===== config.mk =====
export PLATFORM = sky130hd
export DESIGN_NAME = link_retimer
export DESIGN_NICKNAME = d
export VERILOG_FILES = /design/src/rtl/noc_params.sv /design/src/rtl/link_skid_fifo.sv /design/src/rtl/link_retimer.sv
export SDC_FILE = /design/constraint.sdc
export NUM_CORES = 1
export LEC_CHECK = 0
export CORE_MARGIN = 10
export CORE_UTILIZATION = 40
export CTS_CLUSTER_DIAMETER = 40
export DETAILED_ROUTE_END_ITERATION = 12
export PLACE_DENSITY_LB_ADDON = 0.3
export SLEW_MARGIN = 20
export SYNTH_ARGS = -nofsm -noshare
export SYNTH_HDL_FRONTEND = slang
export SYNTH_SLANG_ARGS = --single-unit

===== constraint.sdc =====
create_clock -name clk -period 5.5 [get_ports clk]
set_input_delay 1.1 -clock clk [delete_from_list [all_inputs] [get_ports clk]]
set_output_delay 1.1 -clock clk [all_outputs]
set_load 0.1 [all_outputs]

===== src/rtl/noc_params.sv =====
// Shared NoC parameters and flit type used by routers and inter-router link stages.
package noc_params;

    localparam int VC_NUM_DEFAULT          = 2;
    localparam int VC_SIZE                 = (VC_NUM_DEFAULT > 1) ? $clog2(VC_NUM_DEFAULT) : 1;
    localparam int DATA_SIZE               = 32;
    localparam int LINK_STAGES_DEFAULT     = 2;
    localparam int LINK_SKID_DEPTH_DEFAULT = 8;

    typedef enum logic [1:0] {
        HEAD     = 2'b00,
        BODY     = 2'b01,
        TAIL     = 2'b10,
        HEADTAIL = 2'b11
    } flit_label_t;

    typedef struct packed {
        flit_label_t            flit_label;
        logic [VC_SIZE-1:0]     vc_id;
        logic [DATA_SIZE-1:0]   data;
    } flit_t;

endpackage


===== src/rtl/link_skid_fifo.sv =====
// Single-VC circular skid FIFO; a separate occupancy counter tells full from empty.
module link_skid_fifo
    import noc_params::*;
#(
    parameter int DEPTH = LINK_SKID_DEPTH_DEFAULT
) (
    input  logic  clk,
    input  logic  rst,
    input  logic  push,
    input  logic  pop,
    input  flit_t din,
    output flit_t head,
    output logic  full,
    output logic  empty
);
    localparam int AW = (DEPTH > 1) ? $clog2(DEPTH) : 1;
    localparam int CW = $clog2(DEPTH + 1);

    flit_t         mem [DEPTH];
    logic [AW-1:0] rd_ptr;
    logic [AW-1:0] wr_ptr;
    logic [CW-1:0] count;
    logic          do_push;
    logic          do_pop;

    assign full    = (count == CW'(DEPTH));
    assign empty   = (count == '0);
    assign do_pop  = pop && !empty;
    // a pop frees the slot first, so a full FIFO still accepts a same-cycle push
    assign do_push = push && (!full || do_pop);
    assign head    = mem[rd_ptr];

    always_ff @(posedge clk or negedge rst) begin
        if (!rst) begin
            for (int unsigned i = 0; i < DEPTH; i++) begin
                mem[i] <= '0;
            end
            rd_ptr <= '0;
            wr_ptr <= '0;
            count  <= '0;
        end else begin
            if (do_push) begin
                mem[wr_ptr] <= din;
                wr_ptr      <= (wr_ptr == AW'(DEPTH - 1)) ? '0 : wr_ptr + 1'b1;
            end
            if (do_pop) begin
                rd_ptr <= (rd_ptr == AW'(DEPTH - 1)) ? '0 : rd_ptr + 1'b1;
            end
            case ({do_push, do_pop})
                2'b10:   count <= count + 1'b1;
                2'b01:   count <= count - 1'b1;
                default: count <= count;
            endcase
        end
    end

endmodule


===== src/rtl/link_retimer.sv =====
// Pipelined router-to-router link: retimed flits into per-VC skid FIFOs, with
// on_off / is_allocatable regenerated toward the upstream router.
module link_retimer
    import noc_params::*;
#(
    parameter int VC_NUM      = VC_NUM_DEFAULT,
    parameter int LINK_STAGES = LINK_STAGES_DEFAULT,
    parameter int SKID_DEPTH  = LINK_SKID_DEPTH_DEFAULT
) (
    input  logic              clk,
    input  logic              rst,
    input  flit_t             up_data_i,
    input  logic              up_valid_i,
    output logic [VC_NUM-1:0] up_on_off_o,
    output logic [VC_NUM-1:0] up_is_allocatable_o,
    output flit_t             dn_data_o,
    output logic              dn_valid_o,
    input  logic [VC_NUM-1:0] dn_on_off_i,
    input  logic [VC_NUM-1:0] dn_is_allocatable_i,
    output logic              overflow_o
);
    localparam int CNT_W = $clog2(SKID_DEPTH + 1);
    localparam int PTR_W = (VC_NUM > 1) ? $clog2(VC_NUM) : 1;
    localparam int LAST  = LINK_STAGES - 1;

    flit_t                  fwd_data   [LINK_STAGES];
    logic [LINK_STAGES-1:0] fwd_valid;
    logic [VC_NUM-1:0]      alloc_pipe [LINK_STAGES];

    logic [CNT_W-1:0]       cnt        [VC_NUM];
    logic [CNT_W-1:0]       cnt_next   [VC_NUM];
    logic [VC_NUM-1:0]      on_off_next;
    logic [VC_NUM-1:0]      inc;
    logic [VC_NUM-1:0]      push;
    logic [VC_NUM-1:0]      pop;
    logic [VC_NUM-1:0]      drop;
    logic [VC_NUM-1:0]      full;
    logic [VC_NUM-1:0]      empty;
    logic [VC_NUM-1:0]      eligible;
    flit_t                  head       [VC_NUM];

    logic [PTR_W-1:0]       rr_ptr;
    logic [PTR_W-1:0]       rr_ptr_next;
    logic [PTR_W-1:0]       idx;
    logic [PTR_W-1:0]       winner;
    logic                   any_win;

    always_ff @(posedge clk or negedge rst) begin
        if (!rst) begin
            for (int unsigned s = 0; s < LINK_STAGES; s++) begin
                fwd_data[s]   <= '0;
                alloc_pipe[s] <= '1;
            end
            fwd_valid <= '0;
        end else begin
            fwd_data[0]   <= up_data_i;
            fwd_valid[0]  <= up_valid_i;
            alloc_pipe[0] <= dn_is_allocatable_i;
            for (int unsigned s = 1; s < LINK_STAGES; s++) begin
                fwd_data[s]   <= fwd_data[s-1];
                fwd_valid[s]  <= fwd_valid[s-1];
                alloc_pipe[s] <= alloc_pipe[s-1];
            end
        end
    end

    for (genvar v = 0; v < VC_NUM; v++) begin : g_vc
        link_skid_fifo #(
            .DEPTH (SKID_DEPTH)
        ) u_fifo (
            .clk   (clk),
            .rst   (rst),
            .push  (push[v]),
            .pop   (pop[v]),
            .din   (fwd_data[LAST]),
            .head  (head[v]),
            .full  (full[v]),
            .empty (empty[v])
        );
    end

    assign eligible = ~empty & dn_on_off_i;

    always_comb begin
        winner  = '0;
        idx     = '0;
        any_win = 1'b0;
        pop     = '0;
        for (int unsigned i = 0; i < VC_NUM; i++) begin
            idx = PTR_W'((32'(rr_ptr) + i) % VC_NUM);
            if (!any_win && eligible[idx]) begin
                winner  = idx;
                any_win = 1'b1;
            end
        end
        if (any_win) begin
            pop[winner] = 1'b1;
        end
        rr_ptr_next = any_win ? PTR_W'((32'(winner) + 1) % VC_NUM) : rr_ptr;
    end

    // dropped flits leave the link too, so they are discounted like pops
    always_comb begin
        push        = '0;
        inc         = '0;
        drop        = '0;
        on_off_next = '0;
        for (int unsigned v = 0; v < VC_NUM; v++) begin
            push[v] = fwd_valid[LAST] && (fwd_data[LAST].vc_id == VC_SIZE'(v));
            inc[v]  = up_valid_i && (up_data_i.vc_id == VC_SIZE'(v));
            drop[v] = push[v] && full[v] && !pop[v];
            cnt_next[v] = cnt[v];
            if (inc[v] && !(pop[v] || drop[v]) && (cnt[v] != '1)) begin
                cnt_next[v] = cnt[v] + 1'b1;
            end else if (!inc[v] && (pop[v] || drop[v])) begin
                cnt_next[v] = cnt[v] - 1'b1;
            end
            on_off_next[v] = (32'(cnt_next[v]) + 32'd2) < 32'(SKID_DEPTH);
        end
    end

    always_ff @(posedge clk or negedge rst) begin
        if (!rst) begin
            for (int unsigned v = 0; v < VC_NUM; v++) begin
                cnt[v] <= '0;
            end
            rr_ptr              <= '0;
            up_on_off_o         <= '1;
            up_is_allocatable_o <= '1;
            dn_valid_o          <= 1'b0;
            dn_data_o           <= '0;
            overflow_o          <= 1'b0;
        end else begin
            for (int unsigned v = 0; v < VC_NUM; v++) begin
                cnt[v]                 <= cnt_next[v];
                up_is_allocatable_o[v] <= alloc_pipe[LAST][v] && (cnt[v] == '0);
            end
            rr_ptr      <= rr_ptr_next;
            up_on_off_o <= on_off_next;
            dn_valid_o  <= any_win;
            if (any_win) begin
                dn_data_o <= head[winner];
            end
            if (|drop) begin
                overflow_o <= 1'b1;
            end
        end
    end

endmodule


==> metrics.log <==
[metrics] clock skew after layout: 0.0180 ns
[metrics] xor-xnor portion of the synthesized cell area: 0.00346
[metrics] number of levels the H-tree was split into: 3
[metrics] GRT Resource Usage Total: 0.162
[metrics] Max clock buf depth: 3
[metrics] Critical Path Start: up_on_off_o[0]
[metrics] number of setup violations in the final report: 0
[metrics] Synth Flop Type: dfrtp_1
[metrics] Least-Margin Pin Slew: 1.06 ns
[metrics] Critical Path AT: 2.30 ns
[metrics] critical path endpoint category: output pin
[metrics] synthesized area: 0.0304 mm^2
[metrics] number of register bits inferred by synthesis: 706
[metrics] via count of the first global-routing pass: 18.2k
[metrics] area of all placed cells without fillers: 0.0359 mm^2
[metrics] Power, Total: 23000 uW
[metrics] largest net degree at the start of global routing: 140
[metrics] per-cell via count in the routed design: 5.45
[metrics] Req. time, crit path: 4.40 ns
[metrics] leading cell types in the layout, fill and taps excluded: 692 x dfrtp_1, 547 x mux2_2, 140 x mux4_2
[metrics] total wire length after detailed routing: 69700 um
[metrics] area inside the core boundary: 0.0756 mm^2
[metrics] Critical Path Slowest Stage Cell: clkdlybuf4s50_1
[metrics] Synth Area in Adders: 0.00824
[metrics] number of buffers inserted by post-CTS setup repair: 0
[metrics] crit path max fanout: 1
[metrics] Placement Setup Slack: 1.47 ns
[metrics] worst-skew pair later-pin latency: 0.66 ns
[metrics] run status: finished clean
[metrics] clock tree from TritonCTS: yes
[metrics] residual antenna-violating net count after detailed routing: 0
[metrics] most common cell after layout, fill and taps aside: dfrtp_1
[metrics] count of max-cap constraint violations: 0
[metrics] number of enable flip-flop cells after synthesis: 0
[metrics] family with the most delay on the worst path: buffers and inverters
[metrics] Synth area leaders: dfrtp_1 57%, mux2_2 20%, mux4_2 10%, mux2i_1 1.8%, clkbuf_1 1.0%
[metrics] clock slew at reported path FFs: 0.06 ns
[metrics] main combinational cell family by area after synthesis: multiplexers
[metrics] non-filler cells in the finished layout: 3076
[metrics] Post-Synth Simple-Gate Area: 0.0310
[metrics] number of input and output port buffers inserted: 82
[metrics] ys async rst share: 1.00
[metrics] number of buffers inserted during clock tree synthesis: 106
[metrics] aggregate negative setup slack: 0 ns
[metrics] Starting Density: 0.402
[metrics] final RePlAce weighted congestion: 0.747
[metrics] post-route clock period utilization: 0.619
[metrics] total number of vias: 16.8k
[metrics] Pre-Repair DR Iteration Count: 5
[metrics] area fraction in compound gates after synthesis: 0.0231
[metrics] leading area contributor after synthesis: dfrtp_1
[metrics] worst hold path type: reg -> reg
[metrics] Avg WL per Cell: 22.6 um
[metrics] placement row count: 101
[metrics] final count of hold timing violations: 0
[metrics] IR Drop Worst-Case VDD: 0.284 mV
[metrics] post-layout worst setup margin: 2.10 ns
[metrics] highest cell delay on the worst timing path: 1.13 ns
[metrics] proportion of synthesized chip area in sequential cells: 0.582
[metrics] number of different library cells in the post-synthesis netlist: 54
[metrics] number of nets in the final layout: 2072
[metrics] setup repair after global routing missed its margin: false
[metrics] clock root buffer: clkbuf_16
[metrics] synthesized area divided by synthesized cell count: 15.7 um^2
[metrics] power per cell area: 640 mW/mm^2
[metrics] worst path cell trace: clkdlybuf4s50_1
[metrics] final number of max-transition violations: 0
[metrics] number of sinks handled by clock tree synthesis: 706
[metrics] synthesized netlist cell count: 1931
[metrics] post-layout minimum cycle time: 3.40 ns
[metrics] Achievable Freq: 294 MHz
[metrics] startpoint of the lowest-slack hold path: fwd_data[61]
[metrics] fraction of final layout cells sized beyond drive strength 1: 0.457
[metrics] Starting DRT DRC Count: 915
[metrics] number of buffers and inverters on the critical path: 1
[metrics] number of hold buffers added after CTS: 0
[metrics] total cell area at the placement stage: 0.0322 mm^2
[metrics] type of element launching the critical path: flip-flop
[metrics] Yosys warning total: 0
[metrics] Critical R2R Launch: g_vc[0].u_fifo.count[3]
[metrics] number of antenna violations at the first check in global routing: 1
[metrics] net count of the mapped netlist: 1993
[metrics] area of the die: 0.0874 mm^2
[metrics] wire length of the first global-routing pass: 110000 um
[metrics] remaining design rule violation count: 0
[metrics] antenna diode count: 0
[metrics] Crit Path Class: reg -> out
[metrics] aggregate global routing overflow: 0
[metrics] total I/O pin count: 83
[metrics] Synth top area share: 0.575
[metrics] static leakage power: 0.0154 uW
[metrics] y dimension of the die: 296 um
[metrics] Chip Width: 296 um
[metrics] placed wire-length estimate after detailed placement: 39800 um
[metrics] headroom to the max-slew limit: 0.292
[metrics] number of resized instances in the post-cts repair step: 0
[metrics] area added between synthesis and finish: 18.3%
[metrics] mux share of post-synthesis cell area: 0.330
[metrics] Post-Place Cells: 2880
## per-stage QoR
stage | hold slack [ns] | util
finish | 0.345 | 0.475
global route | 0.352 | 0.475
CTS | 0.347 | 0.475
detailed placement | 0.335 | 0.426
global placement | 0.332 | 0.426
floorplan | 0.331 | -
## cell usage after synthesis (4+ instances only)
| cell type | number |
|---|---|
| mux2i_1 | 55 |
| buf_4 | 16 |
| o21ai_0 | 61 |
| nor2_1 | 30 |
| mux4_2 | 140 |
| nor3_1 | 10 |
| nor4b_4 | 4 |
| mux2_2 | 547 |
| nand2_1 | 56 |
| clkbuf_1 | 82 |
| nand3_1 | 7 |
| a211oi_1 | 4 |
| xor2_1 | 8 |
| dfrtp_1 | 698 |
| nor4_4 | 4 |
| xnor2_1 | 4 |
| mux2_1 | 14 |
| nor3_2 | 4 |
| dfstp_2 | 8 |
| and2_1 | 10 |
| a21o_1 | 6 |
| a21oi_1 | 27 |
| inv_1 | 9 |
| nand4b_1 | 4 |
| ha_1 | 20 |
| or2_2 | 8 |
| buf_2 | 21 |
| nor2b_1 | 7 |
| buf_1 | 28 |
| or3_1 | 4 |
## layout make-up
type	count	area (um^2)
Tap cell	978	1220
Inverter	13	48.8
Fill cell	6433	39600
Sequential cell	706	17700
Timing Repair Buffer	118	1160
Clock inverter	76	955
Multi-Input combinational cell	1065	12100
Clock buffer	120	2790
## flip-flops by register name, summed over array words and instances, names as in the netlist
register	count
g_vc.u_fifo.mem	560
fwd_data	70
dn_data_o	35
cnt	8
g_vc.u_fifo.count	8
g_vc.u_fifo.rd_ptr	6
g_vc.u_fifo.wr_ptr	6
alloc_pipe	4
fwd_valid	2
up_is_allocatable_o	2
up_on_off_o	2
dn_valid_o	1
overflow_o	1
rr_ptr	1
## final timing paths
check | end | slack, ns | cells past startpoint
min in group asynchronous | fwd_data[42] | 0.46 | 1
min reg2reg | fwd_data[26] | 0.34 | 0
max in group asynchronous | g_vc[1].u_fifo.mem[201] | 3.72 | 2
min | fwd_data[26] | 0.34 | 0
max reg2reg | g_vc[1].u_fifo.mem[229] | 2.23 | 7
max | up_on_off_o[0] | 2.10 | 1
## layer usage
metal / up-vias / part of all wire / track usage
met5: - / 0 / 0
met4: 0 / 0.018 / 0.0459
met3: 97 / 0.038 / 0.0268
met2: 279 / 0.49 / 0.267
met1: 9092 / 0.46 / 0.220
li1: 7300 / - / -
## cells by family after synthesis
| logic type | count (synthesis) |
|---|---|
| multiplexers | 756 |
| AND/OR/NAND/NOR | 160 |
| buffers and inverters | 160 |
| XOR/XNOR | 12 |
| flip-flops | 706 |
| adder cells (fa/ha/maj) | 20 |
| AO/OA/AOI/OAI | 117 |
## where the power goes
| group | switching [uW] | internal, uW | total (uW) |
|---|---|---|---|
| logic | 3250 | 3860 | 7110 |
| registers | 1630 | 7340 | 8970 |
| clock network | 2620 | 4290 | 6920 |
Note: power is estimated with default switching activity, not from simulation.
